<file path="src/rtl/ssd_debug_display_if.sv">
// ssd_debug_display_if
//   Bundles the button, data and display signals of the debug display controller.
//   The parameters must match those of the ssd_debug_display instance it connects to.
//   master : board/CPU side (drives buttons, select and data; receives display outputs)
//   slave  : controller side
//   Signals:
//     step_btn, page_btn  raw asynchronous push-buttons
//     sel_pc              1 selects data_pc, 0 selects data_reg
//     data_pc, data_reg   DATA_W-bit words to display
//     step_pulse          one-cycle pulse per accepted step press
//     page                current page index (PW bits)
//     seg                 segments, seg[0]=a .. seg[6]=g
//     an                  one-hot digit enables, an[0] = rightmost digit
interface ssd_debug_display_if #(
  parameter int NUM_DIGITS = 4,
  parameter int DATA_W     = 32
);
  localparam int PAGES = DATA_W / (4 * NUM_DIGITS);
  localparam int PW    = (PAGES > 1) ? $clog2(PAGES) : 1;

  logic                  step_btn;
  logic                  page_btn;
  logic                  sel_pc;
  logic [DATA_W-1:0]     data_pc;
  logic [DATA_W-1:0]     data_reg;
  logic                  step_pulse;
  logic [PW-1:0]         page;
  logic [6:0]            seg;
  logic [NUM_DIGITS-1:0] an;

  modport master (
    output step_btn, page_btn, sel_pc, data_pc, data_reg,
    input  step_pulse, page, seg, an
  );

  modport slave (
    input  step_btn, page_btn, sel_pc, data_pc, data_reg,
    output step_pulse, page, seg, an
  );
endinterface

</file>
<file path="src/rtl/ssd_debug_display.sv">
// ssd_debug_display
//   Debug display controller for the pipelined CPU board top level.
//   Debounces the step and page buttons, pages through a DATA_W-bit word one
//   NUM_DIGITS-hex-digit window at a time and time-multiplexes a seven-segment
//   display. The displayed word is captured once per scan frame (and on every
//   page change) so a frame never mixes nibbles of two different words.
//   Ports:
//     clk    board clock, all state on the rising edge
//     rst_n  asynchronous active-low reset
//     bus    ssd_debug_display_if.slave (buttons, select, data, display outputs)
module ssd_debug_display #(
  parameter int NUM_DIGITS   = 4,
  parameter int DATA_W       = 32,
  parameter int SCAN_DIV     = 50000,
  parameter int DEBOUNCE_CYC = 500000,
  parameter int ACTIVE_LOW   = 1
) (
  input  logic                  clk,
  input  logic                  rst_n,
  ssd_debug_display_if.slave    bus
);
  localparam int PAGES = DATA_W / (4 * NUM_DIGITS);
  localparam int PW    = (PAGES > 1) ? $clog2(PAGES) : 1;
  localparam int DW    = (NUM_DIGITS > 1) ? $clog2(NUM_DIGITS) : 1;
  localparam int SW    = $clog2(SCAN_DIV);
  localparam int CW    = $clog2(DEBOUNCE_CYC);

  localparam logic [6:0]            SEG_OFF = (ACTIVE_LOW != 0) ? 7'h7F : 7'h00;
  localparam logic [NUM_DIGITS-1:0] AN_OFF  = (ACTIVE_LOW != 0) ? {NUM_DIGITS{1'b1}}
                                                                : {NUM_DIGITS{1'b0}};

  // Active-high gfedcba hex font.
  function automatic logic [6:0] hex_font(input logic [3:0] n);
    case (n)
      4'h0:    return 7'h3F;
      4'h1:    return 7'h06;
      4'h2:    return 7'h5B;
      4'h3:    return 7'h4F;
      4'h4:    return 7'h66;
      4'h5:    return 7'h6D;
      4'h6:    return 7'h7D;
      4'h7:    return 7'h07;
      4'h8:    return 7'h7F;
      4'h9:    return 7'h6F;
      4'hA:    return 7'h77;
      4'hB:    return 7'h7C;
      4'hC:    return 7'h39;
      4'hD:    return 7'h5E;
      4'hE:    return 7'h79;
      default: return 7'h71;
    endcase
  endfunction

  // ---------------------------------------------------------------------------
  // Button debouncers, bit 0 = step, bit 1 = page
  // ---------------------------------------------------------------------------
  logic [1:0]    w_btn_raw;
  logic [1:0]    r_sync1;
  logic [1:0]    r_sync2;
  logic [1:0]    r_deb;
  logic [CW-1:0] r_db_cnt [2];
  logic [1:0]    w_db_done;
  logic [1:0]    w_rise;

  assign w_btn_raw = {bus.page_btn, bus.step_btn};

  // The counter holds the number of consecutive synchronised samples that
  // disagree with the accepted level; the D-th one flips the level.
  for (genvar gi = 0; gi < 2; gi++) begin : g_db
    assign w_db_done[gi] = (r_sync2[gi] != r_deb[gi]) &&
                           (r_db_cnt[gi] == CW'(DEBOUNCE_CYC - 1));
    assign w_rise[gi]    = w_db_done[gi] && r_sync2[gi];
  end

  always_ff @(posedge clk or negedge rst_n) begin
    if (!rst_n) begin
      r_sync1 <= '0;
      r_sync2 <= '0;
      r_deb   <= '0;
      for (int i = 0; i < 2; i++) r_db_cnt[i] <= '0;
    end else begin
      r_sync1 <= w_btn_raw;
      r_sync2 <= r_sync1;
      for (int i = 0; i < 2; i++) begin
        if (r_sync2[i] == r_deb[i]) begin
          r_db_cnt[i] <= '0;
        end else if (w_db_done[i]) begin
          r_deb[i]    <= r_sync2[i];
          r_db_cnt[i] <= '0;
        end else begin
          r_db_cnt[i] <= r_db_cnt[i] + 1'b1;
        end
      end
    end
  end

  // ---------------------------------------------------------------------------
  // Step pulse and page counter
  // ---------------------------------------------------------------------------
  logic          r_step_pulse;
  logic [PW-1:0] r_page;
  logic          w_page_inc;

  // With a single page the counter never moves and never triggers a relatch.
  assign w_page_inc = (PAGES > 1) && w_rise[1];

  always_ff @(posedge clk or negedge rst_n) begin
    if (!rst_n) begin
      r_step_pulse <= 1'b0;
      r_page       <= '0;
    end else begin
      r_step_pulse <= w_rise[0];
      if (w_page_inc) begin
        r_page <= (r_page == PW'(PAGES - 1)) ? '0 : r_page + 1'b1;
      end
    end
  end

  // ---------------------------------------------------------------------------
  // Scan prescaler, digit index and frame latch
  // ---------------------------------------------------------------------------
  logic [SW-1:0]     r_presc;
  logic [DW-1:0]     r_d;
  logic              r_scan_on;
  logic [DATA_W-1:0] r_frame;
  logic              w_tc;
  logic              w_wrap;

  // The first terminal count after reset counts as a wrap so the display
  // starts on digit 0 with a freshly latched frame.
  assign w_tc   = (r_presc == SW'(SCAN_DIV - 1));
  assign w_wrap = w_tc && (!r_scan_on || (r_d == DW'(NUM_DIGITS - 1)));

  always_ff @(posedge clk or negedge rst_n) begin
    if (!rst_n) begin
      r_presc   <= '0;
      r_d       <= '0;
      r_scan_on <= 1'b0;
      r_frame   <= '0;
    end else begin
      r_presc <= w_tc ? '0 : r_presc + 1'b1;
      if (w_tc) begin
        r_scan_on <= 1'b1;
        r_d       <= w_wrap ? '0 : r_d + 1'b1;
      end
      if (w_wrap || w_page_inc) begin
        r_frame <= bus.sel_pc ? bus.data_pc : bus.data_reg;
      end
    end
  end

  // ---------------------------------------------------------------------------
  // Registered segment / anode drive
  // ---------------------------------------------------------------------------
  logic [3:0]            w_nibble;
  logic [6:0]            w_seg_on;
  logic [NUM_DIGITS-1:0] w_an_on;
  logic [6:0]            r_seg;
  logic [NUM_DIGITS-1:0] r_an;

  assign w_nibble = r_frame[4 * (int'(r_page) * NUM_DIGITS + int'(r_d)) +: 4];
  assign w_seg_on = hex_font(w_nibble);

  always_comb begin
    w_an_on      = '0;
    w_an_on[r_d] = 1'b1;
  end

  // Outputs stay blank until the first digit slot starts.
  always_ff @(posedge clk or negedge rst_n) begin
    if (!rst_n) begin
      r_seg <= SEG_OFF;
      r_an  <= AN_OFF;
    end else if (r_scan_on) begin
      r_seg <= (ACTIVE_LOW != 0) ? ~w_seg_on : w_seg_on;
      r_an  <= (ACTIVE_LOW != 0) ? ~w_an_on  : w_an_on;
    end
  end

  assign bus.step_pulse = r_step_pulse;
  assign bus.page       = r_page;
  assign bus.seg        = r_seg;
  assign bus.an         = r_an;
endmodule

</file>
<file path="src/flat_wrapper.sv">
// flat-port wrapper written by rule: the top's interface ports become plain ports
module ssd_debug_display_flat 
#(
  parameter int NUM_DIGITS   = 4,
  parameter int DATA_W       = 32,
  parameter int SCAN_DIV     = 50000,
  parameter int DEBOUNCE_CYC = 500000,
  parameter int ACTIVE_LOW   = 1
)
  (clk, rst_n, bus_step_btn, bus_page_btn, bus_sel_pc, bus_data_pc, bus_data_reg, bus_step_pulse, bus_page, bus_seg, bus_an);
  ssd_debug_display_if #(.NUM_DIGITS(NUM_DIGITS), .DATA_W(DATA_W)) bus_i ();
  input  logic clk;
  input  logic rst_n;
  input wire logic [$bits(bus_i.step_btn)-1:0] bus_step_btn;
  input wire logic [$bits(bus_i.page_btn)-1:0] bus_page_btn;
  input wire logic [$bits(bus_i.sel_pc)-1:0] bus_sel_pc;
  input wire logic [$bits(bus_i.data_pc)-1:0] bus_data_pc;
  input wire logic [$bits(bus_i.data_reg)-1:0] bus_data_reg;
  output wire logic [$bits(bus_i.step_pulse)-1:0] bus_step_pulse;
  output wire logic [$bits(bus_i.page)-1:0] bus_page;
  output wire logic [$bits(bus_i.seg)-1:0] bus_seg;
  output wire logic [$bits(bus_i.an)-1:0] bus_an;
  assign bus_i.step_btn = bus_step_btn;
  assign bus_i.page_btn = bus_page_btn;
  assign bus_i.sel_pc = bus_sel_pc;
  assign bus_i.data_pc = bus_data_pc;
  assign bus_i.data_reg = bus_data_reg;
  assign bus_step_pulse = bus_i.step_pulse;
  assign bus_page = bus_i.page;
  assign bus_seg = bus_i.seg;
  assign bus_an = bus_i.an;
  ssd_debug_display #(.NUM_DIGITS(NUM_DIGITS), .DATA_W(DATA_W), .SCAN_DIV(SCAN_DIV), .DEBOUNCE_CYC(DEBOUNCE_CYC), .ACTIVE_LOW(ACTIVE_LOW)) u_core (.clk(clk), .rst_n(rst_n), .bus(bus_i));
endmodule
</file>
<file path="config.mk">
export PLATFORM = sky130hd
export DESIGN_NAME = ssd_debug_display_flat
export DESIGN_NICKNAME = d
export VERILOG_FILES = /design/src/rtl/ssd_debug_display_if.sv /design/src/rtl/ssd_debug_display.sv /design/src/flat_wrapper.sv
export SDC_FILE = /design/constraint.sdc
export NUM_CORES = 1
export LEC_CHECK = 0
export CAP_MARGIN = 5
export CORE_AREA = 2 2 100 102
export CTS_CLUSTER_SIZE = 8
export DETAILED_ROUTE_END_ITERATION = 8
export DIE_AREA = 0 0 102 104
export PLACE_DENSITY_LB_ADDON = 0.1
export SYNTH_ARGS = -nofsm -noshare
export SYNTH_HDL_FRONTEND = slang
export SYNTH_SLANG_ARGS = --single-unit
</file>
<file path="constraint.sdc">
create_clock -name clk -period 7.76 [get_ports clk]
set_clock_uncertainty 0.15 [all_clocks]
set_input_delay 1.164 -clock clk [delete_from_list [all_inputs] [get_ports clk]]
set_output_delay 1.164 -clock clk [all_outputs]
set_load 0.05 [all_outputs]
</file>
# [Word level (Yosys, flattened, before mapping)]
# Memory sizes are Yosys's and may differ from the RTL's.
# Index checks and enable logic that the tools add are counted.
[totals] romBits=112 output_inout_bits=13 wordCells=57 n_memories=1 regBits=108
[memory_table] memory="(no name shown)" depth=16 width=7 rd=1 rd_clocked_by_memory_dff=0 wr=0 line="ssd_debug_display.sv:34" source="case (n)"
[classes] n_lt_le_gt_ge=2 bitwise=4 shift=1 n_reduce_logical=11 n_addsub=6 mux=10 eq_ne=8
[op_table] op="19-bit 2-to-1 mux" count=4
[op_table] op="19-bit by 1-bit adder with 19-bit output, second input constant" count=2
[op_table] op="19-bit equality test, second input constant" count=2
[op_table] op="32-bit 2-to-1 mux" count=1
[op_table] op="32-bit by 32-bit variable part select with 4-bit output" count=1
[op_table] op="16-bit by 1-bit adder with 16-bit output, second input constant" count=1
[op_table] op="16-bit equality test, second input constant" count=1
[op_table] op="16-bit 2-to-1 mux" count=1
[op_table] op="7-bit inverter" count=1
[op_table] op="1-bit logical AND" count=6
[op_table] op="3-bit by 2-bit adder with 4-bit output" count=1
[op_table] op="4-bit inverter" count=1
[op_table] op="2-bit AND reduction" count=2
[op_table] op="2-bit by 3-bit < comparator with 1-bit output, second input constant" count=1
[op_table] op="2-bit by 1-bit adder with 2-bit output, second input constant" count=1
[op_table] op="1-bit demux with 2-bit select" count=1
[op_table] op="1-bit equality test" count=2
[op_table] op="2-bit equality test, second input constant" count=1
[op_table] op="2-bit by 1-bit >= comparator with 1-bit output, second input constant" count=1
[op_table] op="1-bit logical OR" count=2
[op_table] op="1-bit 2-to-1 mux" count=2
[op_table] op="2-bit 2-to-1 mux" count=1
[op_table] op="1-bit inequality test" count=2
[op_table] op="1-bit inverter" count=2
[op_table] op="other kinds (2)" count=2

# [Logic depth before layout (Yosys ltp)]
# Gate-level depths: netlist (run 1).
[depth] word_depth=5 depth_mapped=8 depth_no_buf=7

# [Worst setup path after synthesis (run 1)]
# Ideal clock, no wire load.
[synth_timing] path_kind="reg-to-reg" startpoint="reg u_core.r_d[0]" endpoint="reg u_core.r_seg[2], in the netlist u_core.bus.seg[2]" required_time_ns=7.533 arrival_time_ns=2.537 stages_incl_launch_ff=8 path_buffers=1 path_slack_ns=4.996 path_cell_list="dfrtp_1 -> buf_2 -> mux4_2 -> mux2i_1 -> inv_1 -> ha_1 -> or3b_2 -> a31oi_1"
[synth_via] elab_chain_cells=4
[synth_rtl] element="from (decl)" line="ssd_debug_display.sv:123" source="logic [DW-1:0] r_d;"
[synth_rtl] element="from (signal assigned)" line="ssd_debug_display.sv:144" source="r_d <= w_wrap ? '0 : r_d + 1'b1;"
[synth_rtl] element="3-bit by 2-bit adder with 4-bit output" line="ssd_debug_display.sv:161" source="assign w_nibble = r_frame[4 * (int'(r_page) * NUM_DIGITS + int'(r_d)) +: 4];"
[synth_rtl] element="32-bit by 32-bit variable part select with 4-bit output" line="ssd_debug_display.sv:161"
[synth_rtl] element="memory read 16 x 7 bit"
[synth_rtl] element="7-bit inverter" line="ssd_debug_display.sv:175" source="r_seg <= (ACTIVE_LOW != 0) ? ~w_seg_on : w_seg_on;"
[synth_rtl] element="to (signal assigned)" line="ssd_debug_display.sv:175"
[synth_rtl] element="to (decl)" line="ssd_debug_display.sv:158" source="logic [6:0] r_seg;"
# No other way between the ends.
# A chain may end at the register's enable or synchronous reset.

# [Worst setup path in the final report (run 1)]
[layout_timing] startpoint="reg u_core.r_page, in the netlist u_core.bus.page" endpoint="out bus_page"
[layout_rtl] element="from (decl)" line="ssd_debug_display.sv:101" source="logic [PW-1:0] r_page;"
[layout_rtl] element="from (signal assigned)" line="ssd_debug_display.sv:114" source="r_page <= (r_page == PW'(PAGES - 1)) ? '0 : r_page + 1'b1;"
[layout_rtl] element="to (decl)" line="flat_wrapper.sv:20" source="output wire logic [$bits(bus_i.page)-1:0] bus_page;"
# No word-level cell between the ends.

==> results.txt, run 1 <==
Die W -> 102 µm
I/O pin total -> 82
Period utilisation layout -> 40.3%
Max-cap violations -> 0
RR Endpoint -> u_core.bus.seg[2]
Reg-to-Reg Start -> u_core.r_d[0]
Max-slew headroom -> 41.9%
Total CTS buffers -> 9
#FFs+latches synth -> 108
Die footprint -> 0.0106 mm²
Port Buf Inserts -> 81
R2r setup slk -> 4.67 ns
Fmax -> 0.319 GHz
Grt ovf -> 0
Setup bufs post-CTS -> 0
Setup TNS -> 0 ns
First-pass GRT wire length -> 17.9 mm
CP max stage cell -> clkdlybuf4s50_1
Peak VDD IR -> 0.156 mV
Ant diodes -> 0
Post-Place Setup Slack -> 4.61 ns
CP Class -> register to output pin
Sequential Power Share -> 58.6%
Syn Inst Count -> 474
Syn_area_per_cell -> 11.6 µm²
Final ANT Viol Nets -> 0
Commonest non-fill, non-tap cell in the layout -> dfrtp_1
Data required, critical path -> 6.45 ns
Post-Route WL -> 10.4 mm
Pint -> 743 µW
GR Util met1 -> 27.5%
Layout cell share with drive strength beyond 1 -> 20.5%
Placer congestion estimate -> 0.869
Max FO, Critical Path -> 6
Final setup vio count -> 0
Number of gates resized after CTS -> 0
Crit. End Element -> output pin
Initial DRC count -> 98
Critical path depth -> 1
Root Driver -> clkbuf_8
Power per cell area -> 147 mW/mm²
Nets -> 632
GRT busiest layer -> met2
Top cell type's share of synthesized area -> 44.2%
Longest Clk Path Bufs -> 2
Die Y -> 104 µm
Status -> complete, no violations
Initial antenna violation count -> 0
Sequential share of the synthesized area -> 49.4%
Clk_lat worst skew -> 0.37 ns
Final hold viol count -> 0
Layout fillers -> 769
Mapped Area -> 0.00550 mm²
Logic pwr share -> 7.5%
Worst path arrival time -> 1.82 ns
Net switching power -> 229 µW
Clk pin slew, worst setup/hold paths -> 0.11 ns
DRC viols -> 0
Initial core utilization -> 57.6%
Htree depth -> 3
CP max stage delay -> 0.88 ns
DR vias/cell -> 5.32
Leak Pwr -> 0.00287 µW
CTS tree -> yes
CP bufs+invs -> 1
Met2 Usage GRT -> 36.0%
Hold path cells -> 0
Met3 Usage GRT -> 4.57%
Post-layout worst setup margin -> 4.63 ns
Commonest cells after routing, fill and taps aside -> 97 x dfrtp_1, 80 x clkdlybuf4s50_1, 67 x mux2_2, 64 x nor2_1, 28 x xnor2_1
Row count -> 36
Area Overhead vs Synth -> 19.8%
Vias in the first global route -> 3795
Hold path start -> u_core.r_sync1[1]
CTS Sinks -> 108
Drt wl/cell -> 15.2 µm
# hold bufs at CTS -> 0
Post-DP HPWL -> 7.63 mm
Critical Path Source Type -> register
Core Region -> 0.00955 mm²
Vias -> 3663
Post-Syn Nets -> 556
Critical path, cell by cell -> clkdlybuf4s50_1
Largest net degree at the start of global routing -> 71
Worst hold endpoint -> u_core.r_sync2[1]
Yosys top cell by area -> dfrtp_1
Hold WC Path Type -> register to register
Gr usage total -> 21.2%
Worst slew pin tran -> 0.872 ns
Ys Warns -> 0
Clock power frac -> 33.9%
Post-synth cell types -> 44
Top post-synthesis cells by area -> dfrtp_1 44%, mux2_2 14%, dfstp_2 5.3%, xnor2_1 4.5%, nor2_1 4.4%
DRT Pass-1 Iters -> 4
Tmin final -> 3.13 ns
Worst reg2reg path depth -> 6
RSZ-0062 raised after global routing -> false
Largest delay share family, worst path -> buffers and inverters
Pins Over Slew Limit -> 0
Sw Ratio -> 23.5%
[cells in the mapped netlist, drive strengths merged]
cell type,number
a21oi,3
a31oi,1
nor4b,1
dfstp,11
clkbuf,10
nor2b,4
a31o,1
nand3b,3
a221oi,1
a211o,1
mux4,8
o21ai,3
mux2,69
or4,1
or2,3
buf,9
nand2b,3
or3b,1
o21a,2
and2,2
o41ai,1
xor2,24
or4b,1
nand3,25
mux2i,10
nand4,9
ha,13
and4,4
nor3b,1
a22oi,1
nor3,9
nand4b,1
o211ai,2
and3,10
inv,14
dfrtp,97
nor4,6
xnor2,28
nor2,64
nand2,17
[metal layers]
metal  vias to the layer above  part of all wire [%]
met5                         -                     0
met4                         0                   1.2
met3                        11                   3.2
met2                        50                    51
met1                      1810                    45
li1                       1792                     -
[kinds of logic (layout without fill, tap and decap cells)]
family / count (synthesis) / count (layout) / share of synthesized area (%)
and+or+nand+nor: 165 / 165 / 14.9
adders and majority gates: 13 / 13 / 2.96
muxes: 87 / 87 / 19.3
xor gates and xnor gates: 52 / 52 / 8.28
buffers and inverters: 33 / 114 / 2.84
AOI/OAI and AO/OA: 16 / 16 / 2.32
DFF: 108 / 108 / 49.4
[layout make-up]
cell class	count	area [µm²]	area share, %
Timing Repair Buffer	84	831	12.6
Sequential cell	108	2720	41.2
Clock inverter	6	58.8	0.893
Inverter	14	52.6	0.798
Tap cell	133	166	2.53
Clock buffer	10	138	2.09
Multi-Input combinational cell	333	2630	39.8
[worst max path at each step]
| stage | endpoint | startpoint |
|---|---|---|
| after floorplan | u_core.bus.seg[2] | u_core.r_d[0] |
| after global placement | u_core.bus.seg[2] | u_core.r_d[0] |
| after detailed placement | u_core.bus.seg[2] | u_core.r_d[0] |
| after CTS | bus_page | u_core.bus.page |
| after global routing | u_core.bus.seg[2] | u_core.r_d[0] |
| final | bus_page | u_core.bus.page |
[state kept, by name (all words and copies together) (netlist names)]
register	cells
u_core.r_d	2
u_core.bus.page	1
u_core.r_sync2	2
u_core.bus.seg	7
u_core.r_deb	2
u_core.r_presc	16
u_core.r_frame	32
u_core.r_scan_on	1
u_core.r_sync1	2
u_core.bus.step_pulse	1
u_core.bus.an	4
u_core.r_db_cnt	38
[stage by stage]
step           instance area [µm²]  utilization [%]  instances  total power [µW]  hold WS, ns
2_1_floorplan                 5500                -        474               604        0.181
3_3_place_gp                  6390             66.9        672               652        0.185
3_5_place_dp                  6390             66.9        672               655        0.187
4_1_cts                       6590             69.0        688               986        0.218
5_1_grt                       6590             69.0        688              1010        0.223
6_report                      6590             69.0        688               972        0.214
[power by group through the flow]
stage | registers, µW | clock network [µW] | logic (µW)
6_report | 570 | 329 | 72.9
5_1_grt | 570 | 360 | 80.6
4_1_cts | 570 | 342 | 74.8
3_5_place_dp | 580 | 0 | 74.6
3_3_place_gp | 580 | 0 | 72.2
2_1_floorplan | 580 | 0 | 24.8
(Power assumes the default switching activity.)
==> run 2, diff against run 1 <==
--- a/config.mk
+++ b/config.mk
@@ -6,10 +6,10 @@
 export NUM_CORES = 1
 export LEC_CHECK = 0
 export CAP_MARGIN = 5
-export CORE_AREA = 2 2 100 102
+export CORE_AREA = 2 2 103 105
 export CTS_CLUSTER_SIZE = 8
 export DETAILED_ROUTE_END_ITERATION = 8
-export DIE_AREA = 0 0 102 104
+export DIE_AREA = 0 0 105 107
 export PLACE_DENSITY_LB_ADDON = 0.1
 export SYNTH_ARGS = -nofsm -noshare
 export SYNTH_HDL_FRONTEND = slang
==> constraint.sdc (replaced) <==
create_clock -name clk -period 3 [get_ports clk]
set_clock_uncertainty 0.15 [all_clocks]
set_input_delay 0.45 -clock clk [delete_from_list [all_inputs] [get_ports clk]]
set_output_delay 0.45 -clock clk [all_outputs]
set_load 0.05 [all_outputs]
==> run 2 against run 1 <==
Total power rose to 2.6 times the previous value; combinational power increased to 2.6 times the previous value; critical path depth is 7 higher; die area rose by 5.9%; critical path type is now register to register.
==> results.txt, run 2 (synthesized netlist as in run 1, its figures left out) <==
Vias -> 3667
Post-DP HPWL -> 7.72 mm
Overall power -> 2510 µW
Grt ovf -> 0
Sw Ratio -> 23.4%
Vias in the first global route -> 3748
Setup bufs post-CTS -> 0
Layout fillers -> 804
Initial antenna violation count -> 0
Pint -> 1920 µW
Htree depth -> 3
Ant diodes -> 0
DRT Pass-1 Iters -> 4
Biggest register -> u_core.r_db_cnt
Core Region -> 0.0101 mm²
Worst reg2reg path depth -> 8
Die W -> 105 µm
Post-Route WL -> 10.6 mm
Max FFs per register -> 38
Row count -> 37
Data required, critical path -> 3.12 ns
Layout cell share with drive strength beyond 1 -> 20.9%
Power per cell area -> 378 mW/mm²
Hold WC Path Type -> register to register
Initial core utilization -> 54.5%
Largest net degree at the start of global routing -> 81
Clk_lat worst skew -> 0.37 ns
Net switching power -> 588 µW
Setup TNS -> 0 ns
Hold path cells -> 0
Max-slew headroom -> 48.0%
Initial DRC count -> 215
Total CTS buffers -> 9
Critical Path Source Type -> register
R2r setup slk -> 0.40 ns
Reg-to-Reg Start -> u_core.r_d[0]
Max-cap violations -> 0
Pins Over Slew Limit -> 0
Status -> complete, no violations
Hold path start -> u_core.r_sync1[0]
Die Y -> 107 µm
Sequential Power Share -> 58.6%
Tmin final -> 2.60 ns
Hold_ws -> 0.217 ns
I/O pin total -> 82
Logic pwr share -> 7.7%
Final ANT Viol Nets -> 0
Drt wl/cell -> 15.2 µm
Die footprint -> 0.0112 mm²
Gr usage total -> 20.1%
Final hold viol count -> 0
Commonest cells after routing, fill and taps aside -> 97 x dfrtp_1, 80 x clkdlybuf4s50_1, 67 x mux2_2, 64 x nor2_1, 28 x xnor2_1
Clk pin slew, worst setup/hold paths -> 0.11 ns
Fmax -> 0.385 GHz
Longest Clk Path Bufs -> 2
Port Buf Inserts -> 81
Max FO, Critical Path -> 7
Root Driver -> clkbuf_8
Placer congestion estimate -> 0.778
DRC viols -> 0
CTS tree -> yes
RSZ-0062 raised after global routing -> false
Period utilisation layout -> 86.5%
Worst hold endpoint -> u_core.r_sync2[0]
Commonest non-fill, non-tap cell in the layout -> dfrtp_1
Crit. End Element -> register
Multi-input logic area -> 0.00263 mm²
CTS Sinks -> 108
First-pass GRT wire length -> 17.9 mm
DR vias/cell -> 5.27
Worst path arrival time -> 2.72 ns
Leak Pwr -> 0.00290 µW
CP Class -> register to register
Largest registers -> u_core.r_db_cnt: 38 flops, u_core.r_frame: 32 flops, u_core.r_presc: 16 flops
Seq. cell area -> 0.00272 mm²
Clock power frac -> 33.7%
Final setup vio count -> 0
RR Endpoint -> u_core.bus.seg[0]
Peak VDD IR -> 0.294 mV
Area Overhead vs Synth -> 20.9%
Nets -> 637
Worst slew pin tran -> 0.780 ns
-- run 2: changes by cell type in the layout (fill, tap and decap cells not counted), sizes merged --
| cell | before | now |
|---|---|---|
| inv | 16 | 17 |
| clkinvlp | 3 | 1 |
| buf | 4 | 8 |
| dlygate4sd3 | 0 | 1 |
| clkbuf | 10 | 11 |
-- run 2: through the flow --
stage / setup slack, ns / instance area, µm² / util, % / std cells
2_1_floorplan: 0.236 / 5500 / - / 474
3_3_place_gp: 0.465 / 6450 / 63.9 / 679
3_5_place_dp: 0.394 / 6450 / 63.9 / 679
4_1_cts: 0.380 / 6650 / 65.9 / 696
5_1_grt: 0.205 / 6650 / 65.9 / 696
6_report: 0.404 / 6650 / 65.9 / 696
-- run 2: cell type report --
class | count | share of cell area [%]
clock buffer | 11 | 2.13
timing repair buffer | 89 | 13.5
sequential | 108 | 40.9
multi-input combinational | 333 | 39.5
inverter | 14 | 0.791
tap | 136 | 2.56
clock inverter | 5 | 0.678
-- run 2: critical path: stages (launching register included) --
cell      delay, ns
dfrtp_1        0.60
buf_4          0.23
mux4_2         0.50
mux2i_1        0.20
inv_1          0.11
ha_1           0.23
and3_1         0.15
a221oi_1       0.24
a21oi_1        0.11
-- run 2: layer usage --
| metal | wire length (µm) | GRT usage, % | vias up |
|---|---|---|---|
| met4 | 70 | 4.29 | 0 |
| met3 | 327 | 4.86 | 9 |
| met1 | 4830 | 26.1 | 1799 |
| met5 | 0 | 0 | - |
| li1 | - | - | 1805 |
| met2 | 5340 | 34.5 | 54 |
-- run 2: worst max-delay path by stage --
stage / from / end / slack (ns) / cells past startpoint
6_report: u_core.r_d[0] / u_core.bus.seg[0] / 0.40 / 8
5_1_grt: u_core.r_d[0] / u_core.bus.seg[0] / 0.21 / 8
4_1_cts: u_core.r_d[0] / u_core.bus.seg[5] / 0.38 / 8
3_5_place_dp: u_core.r_d[0] / u_core.bus.seg[5] / 0.39 / 8
3_3_place_gp: u_core.r_d[0] / u_core.bus.seg[2] / 0.47 / 6
2_1_floorplan: u_core.r_d[0] / u_core.bus.seg[2] / 0.24 / 7
-- run 2: what timing repair did --
item / in CTS / in global routing
resized for setup: 0 / 0
endpoints found under the setup margin: 0 / 0
endpoints found under the hold margin: 21 / 0
hold buffers: 1 / 0
-- run 2: power groups by stage --
stage          sequential [µW]  clock, µW  combinational, µW
4_1_cts                   1470        878                198
5_1_grt                   1480        940                212
2_1_floorplan             1500          0               64.1
6_report                  1470        846                193
3_5_place_dp              1500          0                196
3_3_place_gp              1500          0                192
